### config.mk
export PLATFORM = sky130hd
export DESIGN_NAME = muldiv_sequencer
export DESIGN_NICKNAME = d
export VERILOG_FILES = /design/src/rtl/muldiv_sequencer.sv
export SDC_FILE = /design/constraint.sdc
export NUM_CORES = 1
export LEC_CHECK = 0
export BUFFER_PORTS_ARGS = -buffer_cell sky130_fd_sc_hd__buf_2
export CAP_MARGIN = 20
export CORE_MARGIN = 2
export CORE_UTILIZATION = 54
export DETAILED_ROUTE_END_ITERATION = 7
export PLACE_DENSITY = 0.79
export SLEW_MARGIN = 20
export SYNTH_ARGS = -nofsm -noshare
export SYNTH_HDL_FRONTEND = slang
export SYNTH_SLANG_ARGS = --single-unit
export TNS_END_PERCENT = 50
### constraint.sdc
create_clock -name clk_i -period 11.6 [get_ports clk_i]
set_clock_uncertainty 0.15 [all_clocks]
set_input_delay 0.58 -clock clk_i [delete_from_list [all_inputs] [get_ports clk_i]]
set_output_delay 0.58 -clock clk_i [all_outputs]
set_load 0.01 [all_outputs]
### src/rtl/muldiv_sequencer.sv
// Iterative RV32M multiply/divide sequencer: shift-add multiply, restoring divide, pipeline stall.
// Optional macro MULDIV_FAST_MUL_EN: multiplies finish in one CALC cycle using a combinational multiplier.
module muldiv_sequencer #(
   parameter int Width = 32
) (
   input  logic             clk_i,
   input  logic             rst_ni,
   input  logic             start_i,
   input  logic [2:0]       op_i,
   input  logic [Width-1:0] rs1_i,
   input  logic [Width-1:0] rs2_i,
   input  logic             flush_i,
   output logic             stall_o,
   output logic             busy_o,
   output logic             done_o,
   output logic [Width-1:0] result_o
);

   localparam int CNT_W = $clog2(Width) + 1;
   localparam logic [CNT_W-1:0] LAST_ITER = CNT_W'(Width - 1);
   localparam logic [Width-1:0] MIN_NEG = {1'b1, {(Width-1){1'b0}}};

   localparam logic [2:0] OP_MUL    = 3'd0;
   localparam logic [2:0] OP_MULH   = 3'd1;
   localparam logic [2:0] OP_MULHSU = 3'd2;
   localparam logic [2:0] OP_MULHU  = 3'd3;
   localparam logic [2:0] OP_DIV    = 3'd4;
   localparam logic [2:0] OP_DIVU   = 3'd5;
   localparam logic [2:0] OP_REM    = 3'd6;

   typedef enum logic [2:0] {IDLE, PREP, CALC, FIX, DONE} state_t;

   state_t             state_q, state_d;
   logic [2:0]         op_q;
   logic [Width-1:0]   a_q, b_q;
   logic               neg_q;
   logic [CNT_W-1:0]   cnt_q;
   logic [2*Width-1:0] prod_q;
   logic [Width-1:0]   pending_q, held_q;

   logic               div_zero, div_ovf, special;
   logic [Width-1:0]   special_res;
   logic               a_signed, b_signed, neg_d;
   logic [Width-1:0]   a_mag, b_mag;
   logic [Width:0]     mul_sum, div_shift;
   logic [Width-1:0]   div_diff;
   logic               div_ge;
   logic [2*Width-1:0] step_next;
   logic               calc_last;
   logic [2*Width-1:0] prod_neg;
   logic [Width-1:0]   rem_neg, fix_res;

   // Ops whose result is fixed by the operands alone skip the datapath entirely.
   always_comb begin
      div_zero    = op_i[2] && (rs2_i == '0);
      div_ovf     = ((op_i == OP_DIV) || (op_i == OP_REM)) && (rs1_i == MIN_NEG) && (rs2_i == '1);
      special     = div_zero || div_ovf;
      special_res = '0;
      if (div_zero) begin
         special_res = op_i[1] ? rs1_i : '1;
      end else if (div_ovf) begin
         special_res = op_i[1] ? '0 : rs1_i;
      end
   end

   // The divisor magnitude is needed for REM too, but only the dividend decides its sign.
   always_comb begin
      a_signed = (op_q == OP_MULH) || (op_q == OP_MULHSU) || (op_q == OP_DIV) || (op_q == OP_REM);
      b_signed = (op_q == OP_MULH) || (op_q == OP_DIV) || (op_q == OP_REM);
      a_mag    = (a_signed && a_q[Width-1]) ? -a_q : a_q;
      b_mag    = (b_signed && b_q[Width-1]) ? -b_q : b_q;
      neg_d    = (a_signed && a_q[Width-1]) ^
                 (((op_q == OP_MULH) || (op_q == OP_DIV)) && b_q[Width-1]);
   end

   // prod_q holds {accumulator, multiplier} for multiply and {remainder, dividend/quotient} for divide.
   always_comb begin
      mul_sum   = {1'b0, prod_q[2*Width-1:Width]} + {1'b0, b_q & {Width{prod_q[0]}}};
      div_shift = prod_q[2*Width-1:Width-1];
      div_ge    = div_shift >= {1'b0, b_q};
      div_diff  = div_shift[Width-1:0] - b_q;
      if (op_q[2]) begin
         step_next = div_ge ? {div_diff, prod_q[Width-2:0], 1'b1}
                            : {div_shift[Width-1:0], prod_q[Width-2:0], 1'b0};
      end else begin
         step_next = {mul_sum, prod_q[Width-1:1]};
      end
`ifdef MULDIV_FAST_MUL_EN
      if (!op_q[2]) begin
         step_next = {{Width{1'b0}}, a_q} * {{Width{1'b0}}, b_q};
      end
      calc_last = !op_q[2] || (cnt_q == LAST_ITER);
`else
      calc_last = (cnt_q == LAST_ITER);
`endif
   end

   always_comb begin
      prod_neg = -prod_q;
      rem_neg  = -prod_q[2*Width-1:Width];
      fix_res  = '0;
      case (op_q)
         OP_MUL:                      fix_res = prod_q[Width-1:0];
         OP_MULH, OP_MULHSU, OP_MULHU: fix_res = neg_q ? prod_neg[2*Width-1:Width] : prod_q[2*Width-1:Width];
         OP_DIV, OP_DIVU:             fix_res = neg_q ? prod_neg[Width-1:0] : prod_q[Width-1:0];
         default:                     fix_res = neg_q ? rem_neg : prod_q[2*Width-1:Width];
      endcase
   end

   always_ff @(posedge clk_i or negedge rst_ni) begin
      if (!rst_ni) begin
         state_q <= IDLE;
      end else begin
         state_q <= state_d;
      end
   end

   always_comb begin
      state_d = state_q;
      case (state_q)
         IDLE:    if (start_i && !flush_i) state_d = special ? DONE : PREP;
         PREP:    state_d = CALC;
         CALC:    if (calc_last) state_d = FIX;
         FIX:     state_d = DONE;
         DONE:    state_d = IDLE;
         default: state_d = IDLE;
      endcase
      if (flush_i && (state_q != IDLE)) begin
         state_d = IDLE;
      end
   end

   // held_q is the architecturally visible result; pending_q only shows through during DONE.
   always_comb begin
      busy_o   = (state_q != IDLE);
      done_o   = (state_q == DONE) && !flush_i;
      stall_o  = !flush_i && (((state_q == IDLE) && start_i) ||
                              (state_q == PREP) || (state_q == CALC) || (state_q == FIX));
      result_o = done_o ? pending_q : held_q;
   end

   always_ff @(posedge clk_i or negedge rst_ni) begin
      if (!rst_ni) begin
         op_q      <= '0;
         a_q       <= '0;
         b_q       <= '0;
         neg_q     <= 1'b0;
         cnt_q     <= '0;
         prod_q    <= '0;
         pending_q <= '0;
         held_q    <= '0;
      end else begin
         case (state_q)
            IDLE: begin
               if (start_i && !flush_i) begin
                  op_q <= op_i;
                  a_q  <= rs1_i;
                  b_q  <= rs2_i;
                  if (special) begin
                     pending_q <= special_res;
                  end
               end
            end
            PREP: begin
               a_q    <= a_mag;
               b_q    <= b_mag;
               neg_q  <= neg_d;
               prod_q <= {{Width{1'b0}}, a_mag};
               cnt_q  <= '0;
            end
            CALC: begin
               prod_q <= step_next;
               cnt_q  <= cnt_q + CNT_W'(1);
            end
            FIX: begin
               if (!flush_i) begin
                  pending_q <= fix_res;
               end
            end
            DONE: begin
               if (!flush_i) begin
                  held_q <= pending_q;
               end
            end
            default: ;
         endcase
      end
   end

endmodule
After elaboration in Yosys (flattened, before gate mapping):

Cells that the tools add are included.

* flip-flop bits (word level): 205
* bits in latches: 0
* memory bits (writable): 0
* ROM bits: 0
* input bits: 71
* output and inout bits: 35
* logic and storage cells: 106
* memories kept: 0

* $add $sub $neg: 7
* multipliers: 0
* div/mod/pow operators: 0
* order comparisons: 1
* equal/unequal tests: 21
* shift operators: 0
* muxes and demuxes: 28
* bitwise operators: 3
* reduce and logical (&&, ||, !) cells: 37

Operators with widths (number)
* 32-bit 2-to-1 mux: 15
* 32-bit one-hot mux with 2 select lines: 3
* 64-bit 2-to-1 mux: 2
* 64-bit one-hot mux with 2 select lines: 1
* 32-bit negator: 3
* 32-bit one-hot mux with 3 select lines: 1
* 32-bit equality test, second input constant: 2
* 64-bit negator: 1
* 32-bit by 32-bit adder with 33-bit output: 1
* 33-bit by 32-bit >= comparator with 1-bit output: 1
* 32-bit bitwise AND: 1
* 32-bit logical NOT: 1
* 32-bit subtractor: 1
* 3-bit equality test, second input constant: 6
* 3-bit by 2-bit equality test with 1-bit output, second input constant: 4
* 3-bit 2-to-1 mux: 4
* 3-bit one-hot mux with 4 select lines: 1
* 6-bit one-hot mux with 2 select lines: 1
* 1-bit logical AND: 11
* 1-bit logical OR: 10
* 2-bit inequality test, second input constant: 4
* 2-bit AND reduction: 4
* 6-bit by 1-bit adder with 6-bit output, second input constant: 1
* 3-bit by 1-bit equality test with 1-bit output, second input constant: 2
* other kinds (12): 16

Longest topological paths before layout:

Gate-level depths: netlist of run 1.

* word-level depth: 9
* gate-level depth with buffers: 16
* mapped depth without buffers: 15

Least setup slack after synthesis of run 1:

OpenSTA, ideal clock, no wires.

* kind: reg-to-reg
* start: register b_q[8]
* end: register prod_q[0]
* library setup time: 0.136 ns
* arrival time: 3.508 ns
* required time: 11.314 ns
* path slack: 7.806 ns
* stages on the path, launching flop included: 15
* buffers on the path: 3
* clock period less this slack: 3.794 ns
* cell sequence: dfrtp_1 clkbuf_1 inv_1 ha_1 a21o_1 o41a_1 or2_2 a21boi_1 o311ai_0 a41oi_1 buf_2 clkbuf_1 nand2_1 o211ai_1 o21ai_0

* word-level cells in the longest chain between the ends: 4

RTL lines
* start: declaration: RTL line 35 `logic [Width-1:0] a_q, b_q;`
* start signal: assignment: RTL line 158 `b_q <= rs2_i;`
* start signal: assignment: RTL line 166 `b_q <= b_mag;`
* 33-bit by 32-bit >= comparator with 1-bit output: RTL line 80 `div_ge = div_shift >= {1'b0, b_q};`
* 64-bit 2-to-1 mux: RTL line 83 `step_next = div_ge ? {div_diff, prod_q[Width-2:0], 1'b1}`
* 64-bit 2-to-1 mux: RTL line 82 `if (op_q[2]) begin`
* 64-bit one-hot mux with 2 select lines: RTL line 153 `case (state_q)`
* end signal: assignment: RTL line 168 `prod_q <= {{Width{1'b0}}, a_mag};`
* end signal: assignment: RTL line 172 `prod_q <= step_next;`
* end: declaration: RTL line 38 `logic [2*Width-1:0] prod_q;`

No other way between the ends.
A chain may end at the register's enable or synchronous reset.

Worst setup path after layout of run 1:

* start: register b_q[8]
* end: register prod_q[36]

Same word-level chain as after synthesis.

==> metrics.txt, run 1 <==
result of the run complete, no violations; Sequential Power Share 26.9%; number of warnings reported in the yosys synthesis log 0; average size of a mapped cell 7.88 sq um; predominant post-synthesis flop cell sky130_fd_sc_hd__dfrtp_1; height of the chip 183 um; vias after detailed routing 18,015; relative slew slack 16.8%; drc violations 0; starting density of the core 54.7%; width of the die 183 um; biggest cell delay along the critical path 0.73 ns; clock network power share 17.2%; wire length of the first global-routing pass 98.2 mm; fraction of layout cells with a size suffix above 1 11.2%; nature of the critical path endpoint flip-flop; number of antenna violations at the first check in global routing 2; drt total wl 63.7 mm; routability-driven placement congestion ratio 1.02; endpoints failing hold 0; final core utilization 60.1%; setup slack of the worst register-to-register path 6.90 ns; buffer type at the clock tree root sky130_fd_sc_hd__clkbuf_16; net count reported at finish 2,342; Clk pin slew, worst setup/hold paths 0.06 ns; Leakage 8.30 nW; Core Rows 65; Arr. time, crit path 4.98 ns; switching fraction of total power 49.8%; total gr overflow 0; signed area change from the synthesized netlist to the final layout 9.85%; HPWL Detailed 46.8 mm; time the final worst path needs with I/O delays and setup 4.70 ns; number of design-rule violations left by the first detailed-router iteration 2,091; Inserted Clock Buffers 25; Synth async-reset ratio 100%; pin count of the biggest net entering global routing 91; maximum fanout encountered on the critical timing path 31; cell at the slowest stage of the critical path sky130_fd_sc_hd__a41oi_4; Post-Synthesis Cell Area 17,300 sq um; kind of critical path reg -> reg; drt wl/cell 24.3 um; post-layout total power 5.35 mW; register bit count reported by yosys 205; vias in the first global route 17,151; post-route clock period utilization 40.5%; setup_tns 0 ns; depth of the CTS H-tree 1; Port Buffer Count 105; Logic pwr share 55.9%; crit-path cells inv_1 > ha_1 > a21o_1 > o41a_1 > or2_2 > a21boi_1 > o311ai_1 > a41oi_4 > buf_4 > mux2i_1 > a21oi_1 > a21o_1; number of nets in the synthesized netlist 2,334; cell family with most CP delay compound AO/OA/AOI/OAI gates; RSZ-0062 raised after global routing false; switching power 2.66 mW; average vias per placed instance 6.87; power density over the cells 282 nW/um^2; highest clock frequency the design can meet 0.213 GHz; number of diodes added for antenna fixing 0; maxcap violations 0; EDFF count, synth 0; kind of launch point of the worst setup path flip-flop; GRT Overall Usage 37.5%; Syn Inst Count 2,192; final-report max-slew violation count 0; Detailed Routing Iterations Pass 1 6; TritonCTS clock tree done; Ports 106; count of endpoints failing setup in the final report 0; core box area 31,600 sq um; transition time at the pin with the least slew margin 1.24 ns; buffers inserted during post-CTS setup optimization 0; final instance area 19,000 sq um; full die area 33,400 sq um; maximum root-to-sink buffer count 3; worst supply voltage drop on vdd 0.000196 V; internal power 2.68 mW; Final ANT Viol Nets 0; clock tree sinks 205; clock network latency to the later pin of the worst-skew pair 0.57 ns; proportion of synthesized chip area in sequential cells 29.7%; number of distinct library cells after synthesis 78; count of buffering cells on the critical path with inverters included 2; data required time of the critical path 11.88 ns; placed instance area 18,000 sq um; cell repeated most along the worst path sky130_fd_sc_hd__a21o_1; worst hold-check path type in -> reg
[cell families after synthesis]
group                    after synthesis  share of synthesized area [%]
XOR/XNOR                             146                           7.40
multiplexers                          84                           5.18
flip-flops                           205                           29.7
AND/OR/NAND/NOR                      767                           21.2
buffers and inverters                219                           4.79
adder cells (fa/ha/maj)               71                           5.23
AO/OA/AOI/OAI                        700                           26.5
[cell type report]
type	count	area, sq um
well taps	402	503
multi-input cells	1768	11400
flip-flops and latches	205	5130
repair buffers	129	721
clock inverters	11	228
inverters	71	267
fillers	2873	12600
clock buffers	35	733
[flip-flops by register name, summed over array words and instances, names as in the netlist]
signal	count
pending_q	32
cnt_q	6
a_q	32
held_q	32
neg_q	1
b_q	32
op_q	3
state_q	3
prod_q	64
[routing by layer]
metal  vias to the layer above  GRT usage, %  wire length (um)
met5                         -             0                24
met4                         4          25.7              5030
met3                       240          4.65              5940
met2                      1055          58.3             27700
met1                      8575          49.1             25000
li1                       8141             -                 -
[cells in the mapped netlist, types with 23 or more instances]
master / n / area (sq um)
sky130_fd_sc_hd__a21o_1: 32 / 240
sky130_fd_sc_hd__ha_1: 69 / 863
sky130_fd_sc_hd__mux2_2: 43 / 484
sky130_fd_sc_hd__or3_1: 29 / 181
sky130_fd_sc_hd__nor2_1: 211 / 792
sky130_fd_sc_hd__clkbuf_1: 134 / 503
sky130_fd_sc_hd__xnor2_1: 87 / 762
sky130_fd_sc_hd__o21ai_0: 217 / 1090
sky130_fd_sc_hd__o221ai_1: 24 / 210
sky130_fd_sc_hd__o31ai_1: 25 / 188
sky130_fd_sc_hd__nand2_1: 236 / 886
sky130_fd_sc_hd__nor3_1: 76 / 380
sky130_fd_sc_hd__xor2_1: 59 / 517
sky130_fd_sc_hd__and3_1: 23 / 144
sky130_fd_sc_hd__a21oi_1: 144 / 721
sky130_fd_sc_hd__nand3_1: 33 / 165
sky130_fd_sc_hd__mux2i_1: 41 / 410
sky130_fd_sc_hd__a221o_1: 45 / 450
sky130_fd_sc_hd__dfrtp_1: 205 / 5130
sky130_fd_sc_hd__nand4_1: 28 / 175
sky130_fd_sc_hd__nor4_1: 37 / 231
sky130_fd_sc_hd__o211ai_1: 27 / 203
sky130_fd_sc_hd__inv_1: 70 / 263
[worst min-delay path, stage by stage]
cell and delay [ns]:
sky130_fd_sc_hd__buf_2 0.11, sky130_fd_sc_hd__nand2_1 0.05, sky130_fd_sc_hd__nand2_1 0.05
[final timing paths]
path / from / to / cells after the start
min: op_i[0] / op_q[0]$_DFFE_PN0P_ / 3
min reg2reg: pending_q[16]$_DFFE_PN0P_ / pending_q[16]$_DFFE_PN0P_ / 2
max in group asynchronous: rst_ni / op_q[2]$_DFFE_PN0P_ / 3
max reg2reg: b_q[8]$_DFFE_PN0P_ / prod_q[36]$_DFFE_PN0P_ / 12
min in group asynchronous: rst_ni / a_q[16]$_DFFE_PN0P_ / 2
max: b_q[8]$_DFFE_PN0P_ / prod_q[36]$_DFFE_PN0P_ / 12
[timing repair]
action / 4_1_cts / 5_1_grt
endpoints found under the hold margin: 54 / 0
gates resized for setup: 0 / 0
hold buffers: 1 / 0
[power groups by stage]
stage	Combinational [mW]	Sequential [mW]	Clock, mW
after global routing	3.26	1.46	0.951
after detailed placement	2.89	1.42	0
after CTS	2.92	1.41	0.921
final	2.99	1.44	0.921
after global placement	2.86	1.40	0
after floorplan	2.29	1.15	0
[cell usage in the layout, fill, tap and decap left out, types with 27 or more instances in the layout]
cell                       count
sky130_fd_sc_hd__a21o_1       32
sky130_fd_sc_hd__nand3_1      33
sky130_fd_sc_hd__xnor2_1      87
sky130_fd_sc_hd__a21oi_1     144
sky130_fd_sc_hd__nor4_1       37
sky130_fd_sc_hd__nor3_1       74
sky130_fd_sc_hd__nor2_1      207
sky130_fd_sc_hd__or3_1        29
sky130_fd_sc_hd__inv_1        70
sky130_fd_sc_hd__buf_2       104
sky130_fd_sc_hd__mux2i_1      41
sky130_fd_sc_hd__nand4_1      28
sky130_fd_sc_hd__ha_1         69
sky130_fd_sc_hd__dfrtp_1     203
sky130_fd_sc_hd__o211ai_1     27
sky130_fd_sc_hd__xor2_1       59
sky130_fd_sc_hd__mux2_2       43
sky130_fd_sc_hd__nand2_1     236
sky130_fd_sc_hd__a221o_1      45
sky130_fd_sc_hd__o21ai_0     217
[through the flow]
stage          setup WS, ns  cells  hold WS (ns)
3_3_place_gp           6.98   2574         0.304
6_report               6.90   2621         0.124
4_1_cts                6.80   2621         0.116
2_1_floorplan          7.81   2192         0.134
3_5_place_dp           6.94   2574         0.301
5_1_grt                6.74   2621         0.141
(Power assumes the default switching activity.)
==> run 2: changes to the inputs <==
==> constraint.sdc (replaced) <==
create_clock -name clk_i -period 4.75 [get_ports clk_i]
set_clock_uncertainty 0.15 [all_clocks]
set_input_delay 0.2375 -clock clk_i [delete_from_list [all_inputs] [get_ports clk_i]]
set_output_delay 0.2375 -clock clk_i [all_outputs]
set_load 0.01 [all_outputs]
==> metrics.txt, run 2 (synthesis results as in run 1) <==
number of diodes added for antenna fixing 0; RSZ-0062 raised after global routing false; clock network latency to the later pin of the worst-skew pair 0.56 ns; Arr. time, crit path 4.42 ns; Largest Register prod_q; end of the worst hold path op_q[0]$_DFFE_PN0P_; full die area 33,400 sq um; Logic pwr share 57.5%; Clk pin slew, worst setup/hold paths 0.07 ns; number of antenna violations at the first check in global routing 1; post-route clock period utilization 86.9%; worst hold-check path type in -> reg; total gr overflow 0; crit-path cells inv_1 > nor2_1 > ha_1 > inv_1 > fa_1 > nor2b_1 > o211ai_1 > a211o_1 > a2111oi_0 > o21ai_0 > o31ai_1 > a31oi_1 > xnor2_1 > o21ai_0 > a21boi_0; TritonCTS clock tree done; switching fraction of total power 50.0%; nature of the critical path endpoint flip-flop; setup_tns 0 ns; clock network power share 16.4%; width of the die 183 um; vias after detailed routing 18,665; number of design-rule violations left by the first detailed-router iteration 2,378; switching power 6.56 mW; top library cells by usage in the layout, fill and taps aside 236 x sky130_fd_sc_hd__nand2_1, 217 x sky130_fd_sc_hd__o21ai_0, 208 x sky130_fd_sc_hd__nor2_1, 203 x sky130_fd_sc_hd__dfrtp_1, 144 x sky130_fd_sc_hd__a21oi_1; maximum root-to-sink buffer count 3; Non-Filler Instances 2,708; endpoints failing hold 0; pin count of the biggest net entering global routing 124; fraction of layout cells with a size suffix above 1 11.6%; depth of the CTS H-tree 1; most common cell after layout, fill and taps aside sky130_fd_sc_hd__nand2_1; time the final worst path needs with I/O delays and setup 4.13 ns; power density over the cells 665 nW/um^2; HPWL Detailed 48.6 mm; launching point of the worst reg2reg path prod_q[0]$_DFFE_PN0P_; highest clock frequency the design can meet 0.242 GHz; maxcap violations 0; max FFs per register 64; average vias per placed instance 6.89; routability-driven placement congestion ratio 1.06; signed area change from the synthesized netlist to the final layout 14.3%; core box area 31,600 sq um; Place WS 0.538 ns; starting density of the core 54.7%; data required time of the critical path 5.04 ns; final worst-path setup slack 0.623 ns; setup slack of the worst register-to-register path 0.62 ns; startpoint of the most critical hold path start_i; post-layout total power 13.1 mW; total of fill cells in the finished design 2,773; kind of launch point of the worst setup path flip-flop; result of the run complete, no violations; worst reg2reg path depth 15; maximum fanout encountered on the critical timing path 7; drc violations 0; hold path cells 5; Detailed Routing Iterations Pass 1 8; Sequential Power Share 26.1%; Leakage 8.66 nW; worst supply voltage drop on vdd 0.000533 V; final-report max-slew violation count 0; vias in the first global route 17,545; kind of critical path reg -> reg; drt wl/cell 24.9 um; relative slew slack 25.1%; transition time at the pin with the least slew margin 1.12 ns; GRT Overall Usage 39.7%; Final ANT Viol Nets 0; buffer type at the clock tree root sky130_fd_sc_hd__clkbuf_16; biggest cell delay along the critical path 0.52 ns; Ports 106; wire length of the first global-routing pass 103 mm; height of the chip 183 um; cell at the slowest stage of the critical path sky130_fd_sc_hd__a2111oi_0; internal power 6.57 mW; count of endpoints failing setup in the final report 0; Port Buffer Count 105; cell family with most CP delay compound AO/OA/AOI/OAI gates; placed cell count 2,594; Core Rows 65; Inserted Clock Buffers 25; worst flop-to-flop path endpoint prod_q[61]$_DFFE_PN0P_; count of buffering cells on the critical path with inverters included 2; clock tree sinks 205; net count reported at finish 2,430; drt total wl 67.4 mm
## run 2: cell count changes in the layout (fill, tap and decap cells not counted), moves of 2 or more
cell,delta
sky130_fd_sc_hd__dlygate4sd3_1,+68
sky130_fd_sc_hd__buf_4,+20
sky130_fd_sc_hd__clkbuf_8,-3
sky130_fd_sc_hd__clkinv_2,+2
## run 2: layout make-up
type	count	area [sq um]	area share, %
repair buffers	217	1560	7.91
flip-flops and latches	205	5130	26.0
multi-input cells	1768	11400	57.6
well taps	402	503	2.55
clock buffers	32	702	3.55
clock inverters	13	204	1.03
inverters	71	267	1.35
## run 2: how the worst max path moves through the flow
stage / slack (ns) / from / to / cells after the start
2_1_floorplan: 0.96 / b_q[8]$_DFFE_PN0P_ / prod_q[0]$_DFFE_PN0P_ / 14
3_3_place_gp: 0.72 / b_q[8]$_DFFE_PN0P_ / prod_q[53]$_DFFE_PN0P_ / 12
3_5_place_dp: 0.54 / b_q[8]$_DFFE_PN0P_ / prod_q[53]$_DFFE_PN0P_ / 12
4_1_cts: 0.52 / b_q[8]$_DFFE_PN0P_ / prod_q[53]$_DFFE_PN0P_ / 12
5_1_grt: 0.39 / b_q[8]$_DFFE_PN0P_ / prod_q[57]$_DFFE_PN0P_ / 12
6_report: 0.62 / prod_q[0]$_DFFE_PN0P_ / prod_q[61]$_DFFE_PN0P_ / 15
## run 2: worst register-to-register path: stages (launching register included)
cell and delay (ns):
sky130_fd_sc_hd__dfrtp_1 0.49, sky130_fd_sc_hd__inv_1 0.10, sky130_fd_sc_hd__nor2_1 0.11, sky130_fd_sc_hd__ha_1 0.22, sky130_fd_sc_hd__inv_1 0.07, sky130_fd_sc_hd__fa_1 0.40, sky130_fd_sc_hd__nor2b_1 0.17, sky130_fd_sc_hd__o211ai_1 0.15
sky130_fd_sc_hd__a211o_1 0.40, sky130_fd_sc_hd__a2111oi_0 0.52, sky130_fd_sc_hd__o21ai_0 0.25, sky130_fd_sc_hd__o31ai_1 0.42, sky130_fd_sc_hd__a31oi_1 0.17, sky130_fd_sc_hd__xnor2_1 0.14, sky130_fd_sc_hd__o21ai_0 0.15, sky130_fd_sc_hd__a21boi_0 0.10
## run 2: power by group through the flow
stage	sequential, mW	combinational [mW]	clock (mW)
CTS	3.35	7.37	2.15
detailed placement	3.38	7.27	0
global route	3.48	8.19	2.22
floorplan	2.81	5.60	0
finish	3.43	7.55	2.15
global placement	3.34	7.18	0
## run 2: what timing repair did
item                      4_1_cts  5_1_grt
setup buffers                   0        0
resized for setup               0        0
hold buffers                   69        0
hold endpoints to repair      192        0
## run 2: metal layers
| metal | wire, um | global-route usage (%) | up-vias |
|---|---|---|---|
| li1 | - | - | 8307 |
| met1 | 25700 | 49.8 | 8910 |
| met2 | 30100 | 62.9 | 1179 |
| met3 | 6140 | 6.22 | 269 |
| met4 | 5450 | 27.7 | 0 |
| met5 | 0 | 0 | - |
## run 2: metrics by stage
step,hold WS [ns],instance area (sq um),utilization (%)
4_1_cts,0.113,19800,62.6
5_1_grt,0.189,19800,62.6
3_3_place_gp,0.298,18200,57.5
6_report,0.145,19800,62.6
2_1_floorplan,-0.208,17300,-
3_5_place_dp,0.305,18200,57.5
==> run 3: changes to the inputs <==
--- a/config.mk
+++ b/config.mk
@@ -11,6 +11,7 @@
 export CORE_UTILIZATION = 54
 export DETAILED_ROUTE_END_ITERATION = 7
 export PLACE_DENSITY = 0.79
+export REMOVE_ABC_BUFFERS = 1
 export SLEW_MARGIN = 20
 export SYNTH_ARGS = -nofsm -noshare
 export SYNTH_HDL_FRONTEND = slang
==> metrics.txt, run 3 (synthesis results as in run 1) <==
full die area 33,400 sq um; starting density of the core 54.7%; Core Rows 65; WL met1 25.0 mm; time the final worst path needs with I/O delays and setup 4.25 ns; total of fill cells in the finished design 2,713; placed instance area 18,100 sq um; number of antenna violations at the first check in global routing 0; maximum fanout encountered on the critical timing path 7; Leakage 8.67 nW; signed area change from the synthesized netlist to the final layout 14.1%; clock network power share 15.8%; kind of launch point of the worst setup path flip-flop; transition time at the pin with the least slew margin 1.06 ns; routability-driven placement congestion ratio 1.03; kind of critical path reg -> reg; highest signal layer in the routed design met4; count of endpoints failing setup in the final report 0; switching power 6.54 mW; met3 WL post-DR 6.72 mm; switching fraction of total power 50.2%; wire length of the first global-routing pass 104 mm; maxcap violations 0; maximum root-to-sink buffer count 3; multi-input logic area 11,400 sq um; average vias per placed instance 6.94; drc violations 0; depth of the CTS H-tree 1; Port Buffer Count 105; final instance area 19,700 sq um; Clk pin slew, worst setup/hold paths 0.07 ns; drt total wl 67.5 mm; data required time of the critical path 5.06 ns; Final ANT Viol Nets 0; internal power 6.48 mW; HPWL Detailed 47.8 mm; top library cells by usage in the layout, fill and taps aside 236 x sky130_fd_sc_hd__nand2_1, 217 x sky130_fd_sc_hd__o21ai_0, 208 x sky130_fd_sc_hd__nor2_1, 203 x sky130_fd_sc_hd__dfrtp_1, 144 x sky130_fd_sc_hd__a21oi_1; final core utilization 62.5%; Logic pwr share 57.8%; highest clock frequency the design can meet 0.235 GHz; net count reported at finish 2,432; core box area 31,600 sq um; post-layout total power 13.0 mW; power density over the cells 661 nW/um^2; nature of the critical path endpoint flip-flop; RSZ-0062 raised after global routing false; worst flop-to-flop path endpoint prod_q[61]$_DFFE_PN0P_; worst reg2reg path depth 15; placed cell count 2,596; endpoints failing hold 0; Non-Filler Instances 2,711; Detailed Routing Iterations Pass 1 7; most common cell after layout, fill and taps aside sky130_fd_sc_hd__nand2_1; clock tree sinks 205; launching point of the worst reg2reg path prod_q[0]$_DFFE_PN0P_; register area 5130 sq um; worst supply voltage drop on vdd 0.000356 V; pin count of the biggest net entering global routing 77; GRT Overall Usage 39.9%; Ports 106; result of the run complete, no violations; worst hold-check path type in -> async; drt wl/cell 24.9 um; Inserted Clock Buffers 25; setup slack of the worst register-to-register path 0.50 ns; width of the die 183 um; buffer type at the clock tree root sky130_fd_sc_hd__clkbuf_16; relative slew slack 28.9%; max FFs per register 64; vias in the first global route 17,918; clock network latency to the later pin of the worst-skew pair 0.55 ns; post-route clock period utilization 89.6%; fraction of layout cells with a size suffix above 1 11.6%; total gr overflow 0; Arr. time, crit path 4.56 ns; Largest Register prod_q; final-report max-slew violation count 0; height of the chip 183 um; Sequential Power Share 26.4%; number of diodes added for antenna fixing 0; number of design-rule violations left by the first detailed-router iteration 2,579; TritonCTS clock tree done; vias after detailed routing 18,811; wire length on met2 29.8 mm
-- run 3: cell types whose count changed in the layout (fill, tap and decap cells not counted), moves of 2 or more --
cell                         change
sky130_fd_sc_hd__clkbuf_8        +3
sky130_fd_sc_hd__buf_4           +3
sky130_fd_sc_hd__bufinv_16       -2
sky130_fd_sc_hd__clkbuf_1        +3
sky130_fd_sc_hd__clkinvlp_4      -4
-- run 3: routing by layer --
| layer | track usage, % | vias up |
|---|---|---|
| li1 | - | 8301 |
| met2 | 63.3 | 1337 |
| met1 | 49.8 | 8845 |
| met5 | 0 | - |
| met3 | 6.16 | 328 |
| met4 | 28.6 | 0 |
-- run 3: per-stage QoR --
stage / setup WS [ns] / setup TNS, ns / hold WS, ns
2_1_floorplan: -1.12 / -85.94 / -0.208
3_3_place_gp: 0.513 / 0 / 0.157
3_5_place_dp: 0.405 / 0 / 0.159
4_1_cts: 0.381 / 0 / 0.117
5_1_grt: 0.0260 / 0 / 0.180
6_report: 0.496 / 0 / 0.136
-- run 3: critical path, stage by stage (launching register included) --
cell	delay (ns)
sky130_fd_sc_hd__dfrtp_1	0.46
sky130_fd_sc_hd__inv_1	0.15
sky130_fd_sc_hd__nor2_1	0.11
sky130_fd_sc_hd__ha_1	0.21
sky130_fd_sc_hd__inv_1	0.07
sky130_fd_sc_hd__fa_1	0.40
sky130_fd_sc_hd__nor2b_1	0.18
sky130_fd_sc_hd__o211ai_1	0.15
sky130_fd_sc_hd__a211o_1	0.36
sky130_fd_sc_hd__a2111oi_1	0.62
sky130_fd_sc_hd__o21ai_0	0.22
sky130_fd_sc_hd__o31ai_1	0.42
sky130_fd_sc_hd__a31oi_1	0.17
sky130_fd_sc_hd__xnor2_1	0.17
sky130_fd_sc_hd__o21ai_0	0.10
sky130_fd_sc_hd__a21boi_0	0.21
-- run 3: how the worst max path moves through the flow --
stage / startpoint / end / slack (ns) / depth (start not counted)
after floorplan: state_q[1]$_DFFE_PN0P_ / b_q[29]$_DFFE_PN0P_ / -1.12 / 5
after global placement: prod_q[0]$_DFFE_PN0P_ / prod_q[61]$_DFFE_PN0P_ / 0.51 / 15
after detailed placement: prod_q[0]$_DFFE_PN0P_ / prod_q[61]$_DFFE_PN0P_ / 0.41 / 15
after CTS: prod_q[0]$_DFFE_PN0P_ / prod_q[61]$_DFFE_PN0P_ / 0.38 / 15
after global routing: prod_q[0]$_DFFE_PN0P_ / prod_q[61]$_DFFE_PN0P_ / 0.03 / 15
final: prod_q[0]$_DFFE_PN0P_ / prod_q[61]$_DFFE_PN0P_ / 0.50 / 15
-- run 3: power by group through the flow --
stage	Combinational, mW	Clock [mW]	Sequential (mW)
after floorplan	5.21	0	3.10
after global placement	7.15	0	3.35
after detailed placement	7.21	0	3.38
after CTS	7.31	2.05	3.36
after global routing	8.17	2.13	3.49
final	7.53	2.06	3.43
-- run 3: final cells by class --
class | instances | share of cell area, %
Multi-Input combinational cell | 1768 | 57.7
Sequential cell | 205 | 26.1
Timing Repair Buffer | 219 | 7.93
Clock buffer | 37 | 3.76
Tap cell | 402 | 2.55
Inverter | 71 | 1.35
Clock inverter | 9 | 0.647
-- run 3: what timing repair did --
item                                    4_1_cts  5_1_grt
endpoints found under the hold margin       146        0
endpoints found under the setup margin        0        2
hold buffers                                 69        0
buffers inserted                              0        0
gates resized for setup                       0        1
